<file path="config.mk">
export PLATFORM = sky130hd
export DESIGN_NAME = dds_sweep_ctrl
export DESIGN_NICKNAME = d
export VERILOG_FILES = /design/src/rtl/dds_pkg.sv /design/src/rtl/dds_sweep_next.sv /design/src/rtl/dds_sweep_ctrl.sv
export SDC_FILE = /design/constraint.sdc
export NUM_CORES = 1
export LEC_CHECK = 0
export CAP_MARGIN = 20
export CORE_MARGIN = 2
export CORE_UTILIZATION = 55
export CTS_CLUSTER_DIAMETER = 120
export DETAILED_ROUTE_END_ITERATION = 8
export PLACE_DENSITY = 0.78
export SKIP_LAST_GASP = 1
export SYNTH_ARGS = -nofsm -noshare
export SYNTH_HDL_FRONTEND = slang
export SYNTH_SLANG_ARGS = --single-unit
</file>
<file path="constraint.sdc">
create_clock -name clk -period 14.5 [get_ports clk]
set_input_delay 1.45 -clock clk [delete_from_list [all_inputs] [get_ports clk]]
set_output_delay 1.45 -clock clk [all_outputs]
set_load 0.03 [all_outputs]
</file>
<file path="src/rtl/dds_pkg.sv">
// Shared constants and encodings for the DDS frequency-sweep controller.
package dds_pkg;

    localparam int unsigned ACC_MODULUS = 200000;
    localparam int unsigned ADDR_SCALE  = 100;
    localparam int unsigned REF_HZ      = 1000;
    localparam int unsigned F_MIN       = 50;
    localparam int unsigned F_MAX       = 25000;
    // Phase-step units per Hz follow from the accumulator geometry.
    localparam int unsigned STEP_PER_HZ = ACC_MODULUS / ADDR_SCALE / REF_HZ;

    typedef enum logic [1:0] {
        MODE_ONCE     = 2'd0,
        MODE_REPEAT   = 2'd1,
        MODE_TRIANGLE = 2'd2,
        MODE_ONCE_ALT = 2'd3
    } mode_e;

    typedef enum logic [1:0] {
        ST_IDLE = 2'd0,
        ST_RUN  = 2'd1,
        ST_HOLD = 2'd2
    } state_e;

endpackage

</file>
<file path="src/rtl/dds_sweep_next.sv">
// Next sweep point: step toward the segment end, clamp at it, and flag arrival.
// When turning is enabled and the end is reached, steps back toward the segment begin.
module dds_sweep_next #(
    parameter int unsigned FREQ_W = 16
) (
    input  logic [FREQ_W-1:0] cur,
    input  logic [FREQ_W-1:0] inc,
    input  logic [FREQ_W-1:0] seg_begin,
    input  logic [FREQ_W-1:0] seg_end,
    input  logic              up,
    input  logic              turn_en,
    output logic [FREQ_W-1:0] nxt_c,
    output logic              reached_c
);

    logic              turn;
    logic              dir_up;
    logic [FREQ_W-1:0] end_pt;
    logic [FREQ_W:0]   sum;
    logic [FREQ_W:0]   diff;

    always_comb begin
        reached_c = (cur == seg_end);
        turn      = reached_c && turn_en;
        dir_up    = up ^ turn;
        end_pt    = turn ? seg_begin : seg_end;
        sum       = {1'b0, cur} + {1'b0, inc};
        diff      = {1'b0, cur} - {1'b0, inc};
        nxt_c     = end_pt;
        // Extra bit catches both carry-out and borrow before the endpoint clamp.
        if (dir_up) begin
            if (sum <= {1'b0, end_pt}) begin
                nxt_c = sum[FREQ_W-1:0];
            end
        end else begin
            if (!diff[FREQ_W] && (diff >= {1'b0, end_pt})) begin
                nxt_c = diff[FREQ_W-1:0];
            end
        end
    end

endmodule

</file>
<file path="src/rtl/dds_sweep_ctrl.sv">
// Frequency-sweep scheduler: steps the DDS output frequency between two endpoints,
// holding each point for a programmable dwell, with pause, abort and three sweep modes.
module dds_sweep_ctrl
    import dds_pkg::*;
#(
    parameter int unsigned FREQ_W  = 16,
    parameter int unsigned DWELL_W = 24
) (
    input  logic               clk,
    input  logic               rst,
    input  logic               start,
    input  logic               stop,
    input  logic               hold_toggle,
    input  logic [1:0]         mode,
    input  logic [FREQ_W-1:0]  f_start,
    input  logic [FREQ_W-1:0]  f_stop,
    input  logic [FREQ_W-1:0]  f_inc,
    input  logic [DWELL_W-1:0] dwell,
    output logic [FREQ_W-1:0]  freq_out,
    output logic [FREQ_W-1:0]  phase_step,
    output logic               step_load,
    output logic               busy,
    output logic               holding,
    output logic               done,
    output logic               cfg_err
);

    state_e             state_q, state_d;
    mode_e              mode_q, mode_d;
    logic [FREQ_W-1:0]  freq_q, freq_d;
    logic [FREQ_W-1:0]  phase_q, phase_d;
    logic [FREQ_W-1:0]  inc_q, inc_d;
    logic [FREQ_W-1:0]  seg_begin_q, seg_begin_d;
    logic [FREQ_W-1:0]  seg_end_q, seg_end_d;
    logic [DWELL_W-1:0] dwell_q, dwell_d;
    logic [DWELL_W-1:0] cnt_q, cnt_d;
    logic               up_q, up_d;
    logic               step_load_q, step_load_d;
    logic               busy_q, busy_d;
    logic               holding_q, holding_d;
    logic               done_q, done_d;
    logic               cfg_err_q, cfg_err_d;

    logic [FREQ_W-1:0]  fs_c;
    logic [FREQ_W-1:0]  fe_c;
    logic [FREQ_W-1:0]  nxt_c;
    logic               reached_c;

    function automatic logic [FREQ_W-1:0] clamp_freq(input logic [FREQ_W-1:0] f);
        if (f < FREQ_W'(F_MIN)) return FREQ_W'(F_MIN);
        if (f > FREQ_W'(F_MAX)) return FREQ_W'(F_MAX);
        return f;
    endfunction

    dds_sweep_next #(
        .FREQ_W (FREQ_W)
    ) u_next (
        .cur       (freq_q),
        .inc       (inc_q),
        .seg_begin (seg_begin_q),
        .seg_end   (seg_end_q),
        .up        (up_q),
        .turn_en   (mode_q == MODE_TRIANGLE),
        .nxt_c     (nxt_c),
        .reached_c (reached_c)
    );

    always_comb begin
        state_d     = state_q;
        mode_d      = mode_q;
        freq_d      = freq_q;
        inc_d       = inc_q;
        seg_begin_d = seg_begin_q;
        seg_end_d   = seg_end_q;
        dwell_d     = dwell_q;
        cnt_d       = cnt_q;
        up_d        = up_q;
        step_load_d = 1'b0;
        done_d      = 1'b0;
        cfg_err_d   = 1'b0;
        fs_c        = clamp_freq(f_start);
        fe_c        = clamp_freq(f_stop);

        case (state_q)
            ST_IDLE: begin
                if (start && !stop) begin
                    if (f_inc == '0) begin
                        cfg_err_d = 1'b1;
                    end else begin
                        state_d     = ST_RUN;
                        mode_d      = mode_e'(mode);
                        up_d        = (fs_c <= fe_c);
                        inc_d       = f_inc;
                        seg_begin_d = fs_c;
                        seg_end_d   = fe_c;
                        dwell_d     = (dwell == '0) ? DWELL_W'(1) : dwell;
                        freq_d      = fs_c;
                        step_load_d = 1'b1;
                        cnt_d       = dwell_d - DWELL_W'(1);
                    end
                end
            end
            ST_RUN: begin
                if (stop) begin
                    state_d = ST_IDLE;
                end else if (hold_toggle) begin
                    state_d = ST_HOLD;
                    if (cnt_q != '0) cnt_d = cnt_q - DWELL_W'(1);
                end else if (cnt_q != '0) begin
                    cnt_d = cnt_q - DWELL_W'(1);
                end else if (!reached_c) begin
                    freq_d      = nxt_c;
                    step_load_d = 1'b1;
                    cnt_d       = dwell_q - DWELL_W'(1);
                end else begin
                    // Endpoint has served its full dwell.
                    case (mode_q)
                        MODE_REPEAT: begin
                            freq_d      = seg_begin_q;
                            step_load_d = 1'b1;
                            cnt_d       = dwell_q - DWELL_W'(1);
                        end
                        MODE_TRIANGLE: begin
                            up_d        = ~up_q;
                            seg_begin_d = seg_end_q;
                            seg_end_d   = seg_begin_q;
                            freq_d      = nxt_c;
                            step_load_d = 1'b1;
                            cnt_d       = dwell_q - DWELL_W'(1);
                        end
                        default: begin
                            state_d = ST_IDLE;
                            done_d  = 1'b1;
                        end
                    endcase
                end
            end
            ST_HOLD: begin
                if (stop) begin
                    state_d = ST_IDLE;
                end else if (hold_toggle) begin
                    state_d = ST_RUN;
                end
            end
            default: state_d = ST_IDLE;
        endcase

        busy_d    = (state_d != ST_IDLE);
        holding_d = (state_d == ST_HOLD);
        phase_d   = FREQ_W'(freq_d * STEP_PER_HZ);
    end

    always_ff @(posedge clk) begin
        if (rst) begin
            state_q     <= ST_IDLE;
            mode_q      <= MODE_ONCE;
            freq_q      <= FREQ_W'(F_MIN);
            phase_q     <= FREQ_W'(F_MIN * STEP_PER_HZ);
            inc_q       <= '0;
            seg_begin_q <= '0;
            seg_end_q   <= '0;
            dwell_q     <= '0;
            cnt_q       <= '0;
            up_q        <= 1'b0;
            step_load_q <= 1'b0;
            busy_q      <= 1'b0;
            holding_q   <= 1'b0;
            done_q      <= 1'b0;
            cfg_err_q   <= 1'b0;
        end else begin
            state_q     <= state_d;
            mode_q      <= mode_d;
            freq_q      <= freq_d;
            phase_q     <= phase_d;
            inc_q       <= inc_d;
            seg_begin_q <= seg_begin_d;
            seg_end_q   <= seg_end_d;
            dwell_q     <= dwell_d;
            cnt_q       <= cnt_d;
            up_q        <= up_d;
            step_load_q <= step_load_d;
            busy_q      <= busy_d;
            holding_q   <= holding_d;
            done_q      <= done_d;
            cfg_err_q   <= cfg_err_d;
        end
    end

    assign freq_out   = freq_q;
    assign phase_step = phase_q;
    assign step_load  = step_load_q;
    assign busy       = busy_q;
    assign holding    = holding_q;
    assign done       = done_q;
    assign cfg_err    = cfg_err_q;

endmodule

</file>
==> results of run 1 <==
-- logic make-up (layout without fill, tap and decap cells) --
group	count (synthesis)	in the layout
AND/OR/NAND/NOR	559	559
AO/OA/AOI/OAI	366	366
adder cells (fa/ha/maj)	87	87
multiplexers	28	28
buffers and inverters	142	210
other	2	3
XOR/XNOR	106	106
flip-flops	122	122
-- critical path, cell delays in order (launching register included) --
cell and delay, ps:
dfxtp_1 510, xnor2_1 210, nand4_1 140, nor4_1 320
buf_4 220, nand2_1 590, mux2i_1 620, ha_1 350
a21oi_1 190, a21boi_0 130, o31a_1 310, a2111oi_0 410
o221ai_1 200, buf_4 240, mux2i_1 320, mux2i_1 340
o31ai_1 90
-- metrics by stage --
stage	utilization	cell area, um2	hold WS [ps]
CTS	0.657	12300	476
detailed placement	0.622	11600	468
floorplan	-	10500	446
finish	0.657	12300	477
global placement	0.621	11600	462
global route	0.657	12300	502
-- sequential cells by signal (all words and copies together), names as in the netlist, 2 cells and up --
name	flops
cnt_q	24
dwell_q	24
freq_out	16
inc_q	16
mode_q	2
seg_begin_q	16
seg_end_q	16
state_q	2
-- synth_stat cells (all sizes together) (5+ instances only) --
cell	n	share of area
a2111oi	14	0.012
a211oi	27	0.019
a21boi	6	0.0043
a21o	16	0.012
a21oi	141	0.068
a221oi	10	0.0084
a311oi	9	0.0075
a31o	6	0.0050
a31oi	7	0.0042
and2	11	0.0066
and3	13	0.0078
buf	28	0.016
clkbuf	63	0.023
dfxtp	122	0.23
ha	85	0.10
inv	51	0.018
mux2i	24	0.023
nand2	192	0.069
nand2b	22	0.013
nand3	37	0.018
nand3b	11	0.0079
nand4	17	0.010
nor2	132	0.047
nor2b	15	0.0090
nor3	40	0.019
nor3b	7	0.0050
nor4	30	0.019
o211ai	21	0.015
o21a	10	0.0072
o21ai	41	0.020
o21bai	5	0.0036
o311ai	6	0.0050
o31ai	5	0.0036
or3	8	0.0053
or4	11	0.0079
xnor2	74	0.062
xor2	32	0.027
-- worst paths after layout --
check,start,end,slack [ps],cells after the start
max,freq_out[13]$_SDFFE_PP0P_,freq_out[0]$_SDFFE_PP0P_,9160,16
max reg2reg,freq_out[13]$_SDFFE_PP0P_,freq_out[0]$_SDFFE_PP0P_,9160,16
min reg2reg,inc_q[15]$_SDFFE_PP0P_,inc_q[15]$_SDFFE_PP0P_,480,2
min,inc_q[15]$_SDFFE_PP0P_,inc_q[15]$_SDFFE_PP0P_,480,2
-- layout make-up --
class                   count  area [um2]
clock buffers              18         439
multi-input cells        1149        7470
clock inverters            13         214
flip-flops and latches    122        2440
repair buffers            128        1240
well taps                 234         293
inverters                  51         191
fillers                  1620        6420
-- power by group --
group / internal [mW] / switching (mW) / total (mW)
Clock: 0.310 / 0.169 / 0.479
Combinational: 0.208 / 0.292 / 0.500
Sequential: 0.356 / 0.0301 / 0.386
-- routing by layer --
| metal | share of wire | global-route usage |
|---|---|---|
| met4 | 0.029 | 0.114 |
| met2 | 0.45 | 0.502 |
| met3 | 0.074 | 0.0454 |
| met1 | 0.45 | 0.441 |
| met5 | 0 | 0 |
==> out/qor.yml, run 1 <==
status: "complete, no violations"
dp_hpwl_um: 23500
crit_path_end_kind: "flop"
ys.flop_type: "dfxtp_1"
critPathKind: "reg -> reg"
syn2layout_area_growth_pct: 17.3
post_cts_buffers: 0
required_ps: 14780
postCtsHoldBufs: 0
setup-tns-final_ps: 0
synth_xor_area_frac: 0.0886
dieWidth_um: 142
cts_buffers: 17
antenna_found_initial: 0
finClkSkew_ps: 7.58
synthCells: 1412
yosys.area_share.simple: 0.255
drive_above_1_share: 0.0500
synth_edf_count: 0
overflow: 0
dr.pass1.iters: 8
placed_cells: 1684
stdcell_count: 1715
setup_violations: 0
gp_congestion: 0.945
grt_max_degree: 77
start_util: 0.560
htreeDepth: 4
hp-class: "reg -> reg"
ir_drop_uv: 77.7
rows: 50
grt_pass1_vias: 9885
grt_usage: 0.317
ctsLongestPathBuffers: 2
die_area_mm2: 0.0202
root_buffer: "clkbuf_16"
synth_top_family_by_area: "simple AND/OR/NAND/NOR gates"
fin_ws_ps: 9160
insertedDiodeCount: 0
drt_iter0_drc: 1038
finalMaxSlewViolations: 0
avgSynthCellArea_um2: 7.42
startpoint_type: "flop"
p_leak_nw: 4.70
clk_pin_slew_ps: 60
yosysUniqueCellTypes: 77
grt_pass1_wl_um: 51500
wl_per_cell_um: 18.6
power_density_mw_per_mm2: 111
rsz0062_at_grt: "no"
drt-vias-per-instance: 6.32
drc: 0
muxShareOfSynthArea: 0.0272
post_cts_resized: 0
netlist_area_mm2: 0.0105
numClockSinks: 122
drt.antenna.violating_nets: 0
worstMarginPinSlew_ps: 1080
max_clock_freq_mhz: 187
wirelength_um: 31800
io_buffers: 114
final_common_cell: "nand2_1"
boundaryPins: 116
cp.arrival_ps: 5610
path_max_fanout: 21
die_height_um: 142
yosysWarnings: 0
hold_viol_final: 0
nets: 1635
total_power_mw: 1.36
slew_headroom: 0.260
fin_crit_ps: 5340
place_ws_ps: 9110
final_cell_mix: "nand2_1 (192), a21oi_1 (139), nor2_1 (132)"
synth-async-reset-ratio: 0
seq_area_frac_synth: 0.233
cts_tree: "done"
synthAdderAreaFrac: 0.105
clkLatencyLatePin_ps: 420
period_share: 0.368
coreArea_mm2: 0.0187
via_count: 10800
drv_cap: 0
synth_compound_area_frac: 0.233
ys_seq_elements: 122
No activity file was read; power rests on OpenSTA's default activity.
==> run 2, diff against run 1 <==
--- a/config.mk
+++ b/config.mk
@@ -7,10 +7,10 @@
 export LEC_CHECK = 0
 export CAP_MARGIN = 20
 export CORE_MARGIN = 2
-export CORE_UTILIZATION = 55
+export CORE_UTILIZATION = 53
 export CTS_CLUSTER_DIAMETER = 120
 export DETAILED_ROUTE_END_ITERATION = 8
-export PLACE_DENSITY = 0.78
+export PLACE_DENSITY = 0.79
 export SKIP_LAST_GASP = 1
 export SYNTH_ARGS = -nofsm -noshare
 export SYNTH_HDL_FRONTEND = slang
==> constraint.sdc (replaced) <==
create_clock -name clk -period 4.55 [get_ports clk]
set_input_delay 0.455 -clock clk [delete_from_list [all_inputs] [get_ports clk]]
set_output_delay 0.455 -clock clk [all_outputs]
set_load 0.03 [all_outputs]
==> run 2 against run 1 <==
Compared with the run above:
- non-clock buffer count increased by 79
- critical endpoint is now freq_out[3]$_SDFFE_PP0P_
- critical path depth unchanged
- routed wire length increased by 5.5%
- maximum frequency increased by 21%
- global-route usage increased by 0.10 points
- cell count increased by 6.5%
==> out/qor.yml, run 2 (synthesized netlist as in run 1, its figures left out) <==
critPathMaxStageDelay_ps: 460
rows: 51
endpoint: "freq_out[3]$_SDFFE_PP0P_"
critPathMostFrequentCell: "buf_4"
ff2ff_setup_slack_ps: 150
worst_hold_slack_ps: 480
rr_worst_depth: 16
top_regs: "cnt_q (24), dwell_q (24)"
grt_usage: 0.318
coreArea_mm2: 0.0194
crit_path_end_kind: "flop"
dp_hpwl_um: 25300
crit_cells: 16
p_leak_nw: 5.14
cts_buffers: 17
fin_crit_ps: 4400
crit_chain: "buf_4, xnor2_1, nand4_1, nor4_4, nand2_1, buf_4, mux2i_1, ha_1, a21oi_1, a21boi_0, o31a_1, a2111oi_4, o221ai_2, buf_4, or3b_2, a41o_1"
ctsLongestPathBuffers: 2
cts_tree: "done"
period_share: 0.968
overflow: 0
numClockSinks: 122
stdcell_count: 1826
insertedDiodeCount: 0
io_buffers: 114
stdcell_area_mm2: 0.0131
setup-tns-final_ps: 0
placed_cell_area_mm2: 0.0123
ir_drop_uv: 313
postCtsHoldBufs: 0
total_power_mw: 4.54
crit_family: "compound AO/OA/AOI/OAI gates"
slowest_stage: "or3b_2"
slew_headroom: 0.326
worstSetupStartpoint: "freq_out[5]$_SDFFE_PP1P_"
nets: 1714
postLayoutCoreUtil: 0.676
start_util: 0.540
root_buffer: "clkbuf_16"
dieWidth_um: 145
die_area_mm2: 0.0209
die_height_um: 145
syn2layout_area_growth_pct: 25.1
startpoint_type: "flop"
status: "complete, no violations"
path_max_fanout: 11
final_cell_mix: "nand2_1 (192), a21oi_1 (136), nor2_1 (130)"
drt.antenna.violating_nets: 0
rsz0062_at_grt: "yes"
setup_violations: 0
gp_congestion: 0.991
grt_max_degree: 93
max_clock_freq_mhz: 227
hp-class: "reg -> reg"
fillers: 1696
r2r_start: "freq_out[5]$_SDFFE_PP1P_"
power_density_mw_per_mm2: 347
finClkSkew_ps: 11.6
fin_ws_ps: 146
grt_pass1_vias: 10100
drt_iter0_drc: 1039
drc: 0
finalMaxSlewViolations: 0
via_count: 11200
r2r-end: "freq_out[3]$_SDFFE_PP0P_"
cp_num_buf_inv: 3
drt-vias-per-instance: 6.13
boundaryPins: 116
wirelength_um: 33600
drv_cap: 0
clk_pin_slew_ps: 60
dr.pass1.iters: 6
grt_pass1_wl_um: 52400
place_ws_ps: -106
clkLatencyLatePin_ps: 430
worstMarginPinSlew_ps: 1000
htreeDepth: 4
placed_cells: 1790
cp.arrival_ps: 4720
hold_viol_final: 0
wl_per_cell_um: 18.4
antenna_found_initial: 0
drive_above_1_share: 0.117
critPathKind: "reg -> reg"
required_ps: 4870
final_common_cell: "nand2_1"
==> run 2: cell count changes in the layout (fill, tap and decap cells not counted), sizes merged <==
| cell | delta |
|---|---|
| buf | +78 |
| clkinv | +3 |
| bufinv | -2 |
| inv | +2 |
| clkbuf | -1 |
| clkinvlp | -1 |
| dlymetal6s2s | +1 |
==> run 2: layer usage <==
metal / global-route usage / wire length [um] / vias up
met1: 0.444 / 15000 / 5259
li1: - / - / 5353
met2: 0.500 / 15000 / 524
met3: 0.0536 / 2750 / 55
met5: 0 / 0 / -
met4: 0.102 / 776 / 0
==> run 2: power by group <==
| group | total, mW | internal, mW | switching, mW |
|---|---|---|---|
| clock network | 1.44 | 0.875 | 0.567 |
| logic | 1.88 | 0.842 | 1.04 |
| registers | 1.22 | 1.13 | 0.0843 |
| total | 4.54 | 2.85 | 1.69 |
==> run 2: timing repair <==
| item | in CTS | in global routing |
|---|---|---|
| setup endpoints to repair | 10 | 16 |
| resized for setup | 4 | 38 |
| buffers inserted | 1 | 2 |
| pin swaps | 1 | 17 |
==> run 2: how the worst min path moves through the flow <==
stage,from,depth (start not counted),endpoint,slack (ps)
2_1_floorplan,dwell_q[16]$_SDFFE_PP0P_,2,dwell_q[16]$_SDFFE_PP0P_,450
3_3_place_gp,inc_q[14]$_SDFFE_PP0P_,2,inc_q[14]$_SDFFE_PP0P_,460
3_5_place_dp,inc_q[4]$_SDFFE_PP0P_,2,inc_q[4]$_SDFFE_PP0P_,470
4_1_cts,inc_q[4]$_SDFFE_PP0P_,2,inc_q[4]$_SDFFE_PP0P_,480
5_1_grt,dwell_q[23]$_SDFFE_PP0P_,2,dwell_q[23]$_SDFFE_PP0P_,490
6_report,inc_q[14]$_SDFFE_PP0P_,2,inc_q[14]$_SDFFE_PP0P_,480
==> run 2: area by class of cell <==
| class | instances | area [um2] | share of cell area |
|---|---|---|---|
| clock buffers | 17 | 425 | 0.0325 |
| clock inverters | 15 | 191 | 0.0146 |
| inverters | 51 | 191 | 0.0146 |
| multi-input cells | 1149 | 7670 | 0.585 |
| flip-flops and latches | 122 | 2440 | 0.186 |
| well taps | 265 | 332 | 0.0253 |
| repair buffers | 207 | 1850 | 0.141 |
==> run 2: worst min-delay path: stages, from the launching register on <==
cell     delay (ps)
dfxtp_1         320
nand2_1          60
a21oi_1          50
==> run 3, diff against run 2 <==
--- a/config.mk
+++ b/config.mk
@@ -5,12 +5,12 @@
 export SDC_FILE = /design/constraint.sdc
 export NUM_CORES = 1
 export LEC_CHECK = 0
+export ABC_AREA = 1
 export CAP_MARGIN = 20
 export CORE_MARGIN = 2
-export CORE_UTILIZATION = 53
+export CORE_UTILIZATION = 40
 export CTS_CLUSTER_DIAMETER = 120
 export DETAILED_ROUTE_END_ITERATION = 8
-export PLACE_DENSITY = 0.79
 export SKIP_LAST_GASP = 1
 export SYNTH_ARGS = -nofsm -noshare
 export SYNTH_HDL_FRONTEND = slang
==> run 3 against run 2 <==
Compared with the run above:
- power shrank 1.6%
- setup slack gained 190 ps
- via count grew 6.5%
- global-route usage shrank 5.6 points
- clock power shrank 5%
- sequential power is essentially flat
- maximum frequency grew 4.4%
- utilization shrank 20 points
==> out/qor.yml, run 3 <==
yosysUniqueCellTypes: 57
setup-tns-final_ps: 0
crit_path_end_kind: "flop"
fin_ws_ps: 331
cts_tree: "done"
status: "complete, no violations"
cts_buffers: 17
gp_congestion: 0.987
finClkSkew_ps: 16.3
synth-async-reset-ratio: 0
drv_cap: 0
ff2ff_setup_slack_ps: 330
path_max_fanout: 10
seq_area_frac_synth: 0.219
avgSynthCellArea_um2: 6.40
endpoint: "freq_out[9]$_SDFFE_PP0P_"
fillers: 2927
synth_area_leader_cell: "dfxtp_1"
htreeDepth: 4
dp_hpwl_um: 29400
wirelength_um: 38200
boundaryPins: 116
critPathKind: "reg -> reg"
ys.flop_type: "dfxtp_1"
post_cts_resized: 0
required_ps: 4870
synthCells: 1741
insertedDiodeCount: 0
period_share: 0.927
antenna_found_initial: 0
p_leak_nw: 6.00
rows: 61
max_clock_freq_mhz: 237
r2r-end: "freq_out[9]$_SDFFE_PP0P_"
yosysWarnings: 0
die_area_mm2: 0.0292
yosys-top-cells-area: "dfxtp_1 (22%), nand2_1 (10%), ha_1 (9.5%), a21oi_1 (8.6%), inv_1 (7.1%)"
rsz0062_at_grt: "no"
multiInputGateArea_mm2: 0.00742
ys_seq_elements: 122
grt_pass1_vias: 11100
placed_cell_area_mm2: 0.0125
drt_iter0_drc: 1162
drt-vias-per-instance: 5.39
synth_most_common_cell: "nand2_1"
grt_usage: 0.262
power_density_mw_per_mm2: 341
post_cts_buffers: 0
io_buffers: 114
rr_worst_depth: 24
synth_top_area_frac: 0.219
clkLatencyLatePin_ps: 450
final_common_cell: "nand2_1"
r2r_start: "inc_q[0]$_SDFFE_PP0P_"
slew_headroom: 0.280
postLayoutCoreUtil: 0.475
finalMaxSlewViolations: 0
ctsLongestPathBuffers: 2
overflow: 0
worstMarginPinSlew_ps: 1080
hp-class: "reg -> reg"
worstSetupStartpoint: "inc_q[0]$_SDFFE_PP0P_"
final_cell_mix: "nand2_1 (304), inv_1 (209), a21oi_1 (191)"
hold_viol_final: 0
top_regs: "cnt_q (24), dwell_q (24)"
dr.pass1.iters: 5
drive_above_1_share: 0.0698
start_util: 0.404
drt.antenna.violating_nets: 0
synth_common_cells: "nand2_1 (306), inv_1 (210), a21oi_1 (191), nor2_1 (181), o21ai_0 (136)"
root_buffer: "clkbuf_16"
fin_crit_ps: 4220
grt_max_degree: 81
grt_pass1_wl_um: 60300
ir_drop_uv: 244
nets: 1986
die_height_um: 171
coreArea_mm2: 0.0276
netlist_area_mm2: 0.0111
postCtsHoldBufs: 0
syn2layout_area_growth_pct: 17.7
startpoint_type: "flop"
ff_latch_area_mm2: 0.00244
dieWidth_um: 171
stdcell_area_mm2: 0.0131
wl_per_cell_um: 17.3
drc: 0
place_ws_ps: 286
cp.arrival_ps: 4540
numClockSinks: 122
synth_edf_count: 0
via_count: 11900
setup_violations: 0
clk_pin_slew_ps: 70
worst_hold_slack_ps: 483
==> run 3: changes by cell type after synthesis, sizes merged, moves of 31 or more <==
cell / delta
inv: +174
o21ai: +125
nand2: +122
nor2: +59
xnor2: -56
a21oi: +55
nand3: +52
xor2: +31
==> run 3: power by group <==
group	switching [mW]	internal, mW
logic	1.20	0.663
registers	0.0873	1.15
clock network	0.641	0.729
==> run 3: cell families after synthesis <==
kind of cell	share of synthesized area
other cells	0.000674
compound gates	0.223
fa+ha+maj	0.0990
buf+inv	0.118
xor+xnor	0.0650
flops	0.219
simple gates	0.275
==> run 3: routing by layer <==
metal | global-route usage | vias to the layer above | part of all wire
li1 | - | 5950 | -
met4 | 0.0722 | 0 | 0.023
met3 | 0.0365 | 56 | 0.062
met2 | 0.430 | 435 | 0.45
met1 | 0.360 | 5475 | 0.46
met5 | 0 | - | 0
==> run 3: through the flow <==
stage,cells,total power [mW]
2_1_floorplan,1742,2.56
3_3_place_gp,2179,3.07
3_5_place_dp,2179,3.08
4_1_cts,2211,4.44
5_1_grt,2211,4.76
6_report,2211,4.47
==> run 3: worst max-delay path: stages (launching register included) <==
cell,delay (ps)
dfxtp_1,460
ha_1,190
inv_1,60
fa_1,400
nand3_1,110
nand3_2,110
a21oi_2,330
o21ai_2,130
nand2_1,80
nand2_1,90
xor2_1,340
inv_1,90
ha_1,330
nand4_1,90
inv_1,90
nand3_1,60
nor3_1,140
a41oi_1,140
nand2_2,190
buf_4,210
nand3_1,90
nand3_1,90
nand3_1,110
nand2_1,90
a21oi_1,60
==> run 3: how the worst min path moves through the flow <==
| stage | from | to | slack [ps] | cells past startpoint |
|---|---|---|---|---|
| final | inc_q[9]$_SDFFE_PP0P_ | inc_q[9]$_SDFFE_PP0P_ | 480 | 2 |
| after global routing | seg_end_q[4]$_SDFFE_PP0P_ | seg_end_q[4]$_SDFFE_PP0P_ | 490 | 2 |
| after CTS | inc_q[15]$_SDFFE_PP0P_ | inc_q[15]$_SDFFE_PP0P_ | 480 | 2 |
| after global placement | inc_q[2]$_SDFFE_PP0P_ | inc_q[2]$_SDFFE_PP0P_ | 460 | 2 |
| after floorplan | inc_q[10]$_SDFFE_PP0P_ | inc_q[10]$_SDFFE_PP0P_ | 450 | 2 |
| after detailed placement | inc_q[15]$_SDFFE_PP0P_ | inc_q[15]$_SDFFE_PP0P_ | 480 | 2 |
==> run 3: cell type report <==
type,instances,area share
clock buffers,17,0.0324
clock inverters,15,0.0112
inverters,227,0.0652
multi-input cells,1309,0.565
flip-flops and latches,122,0.186
well taps,378,0.0360
repair buffers,143,0.104
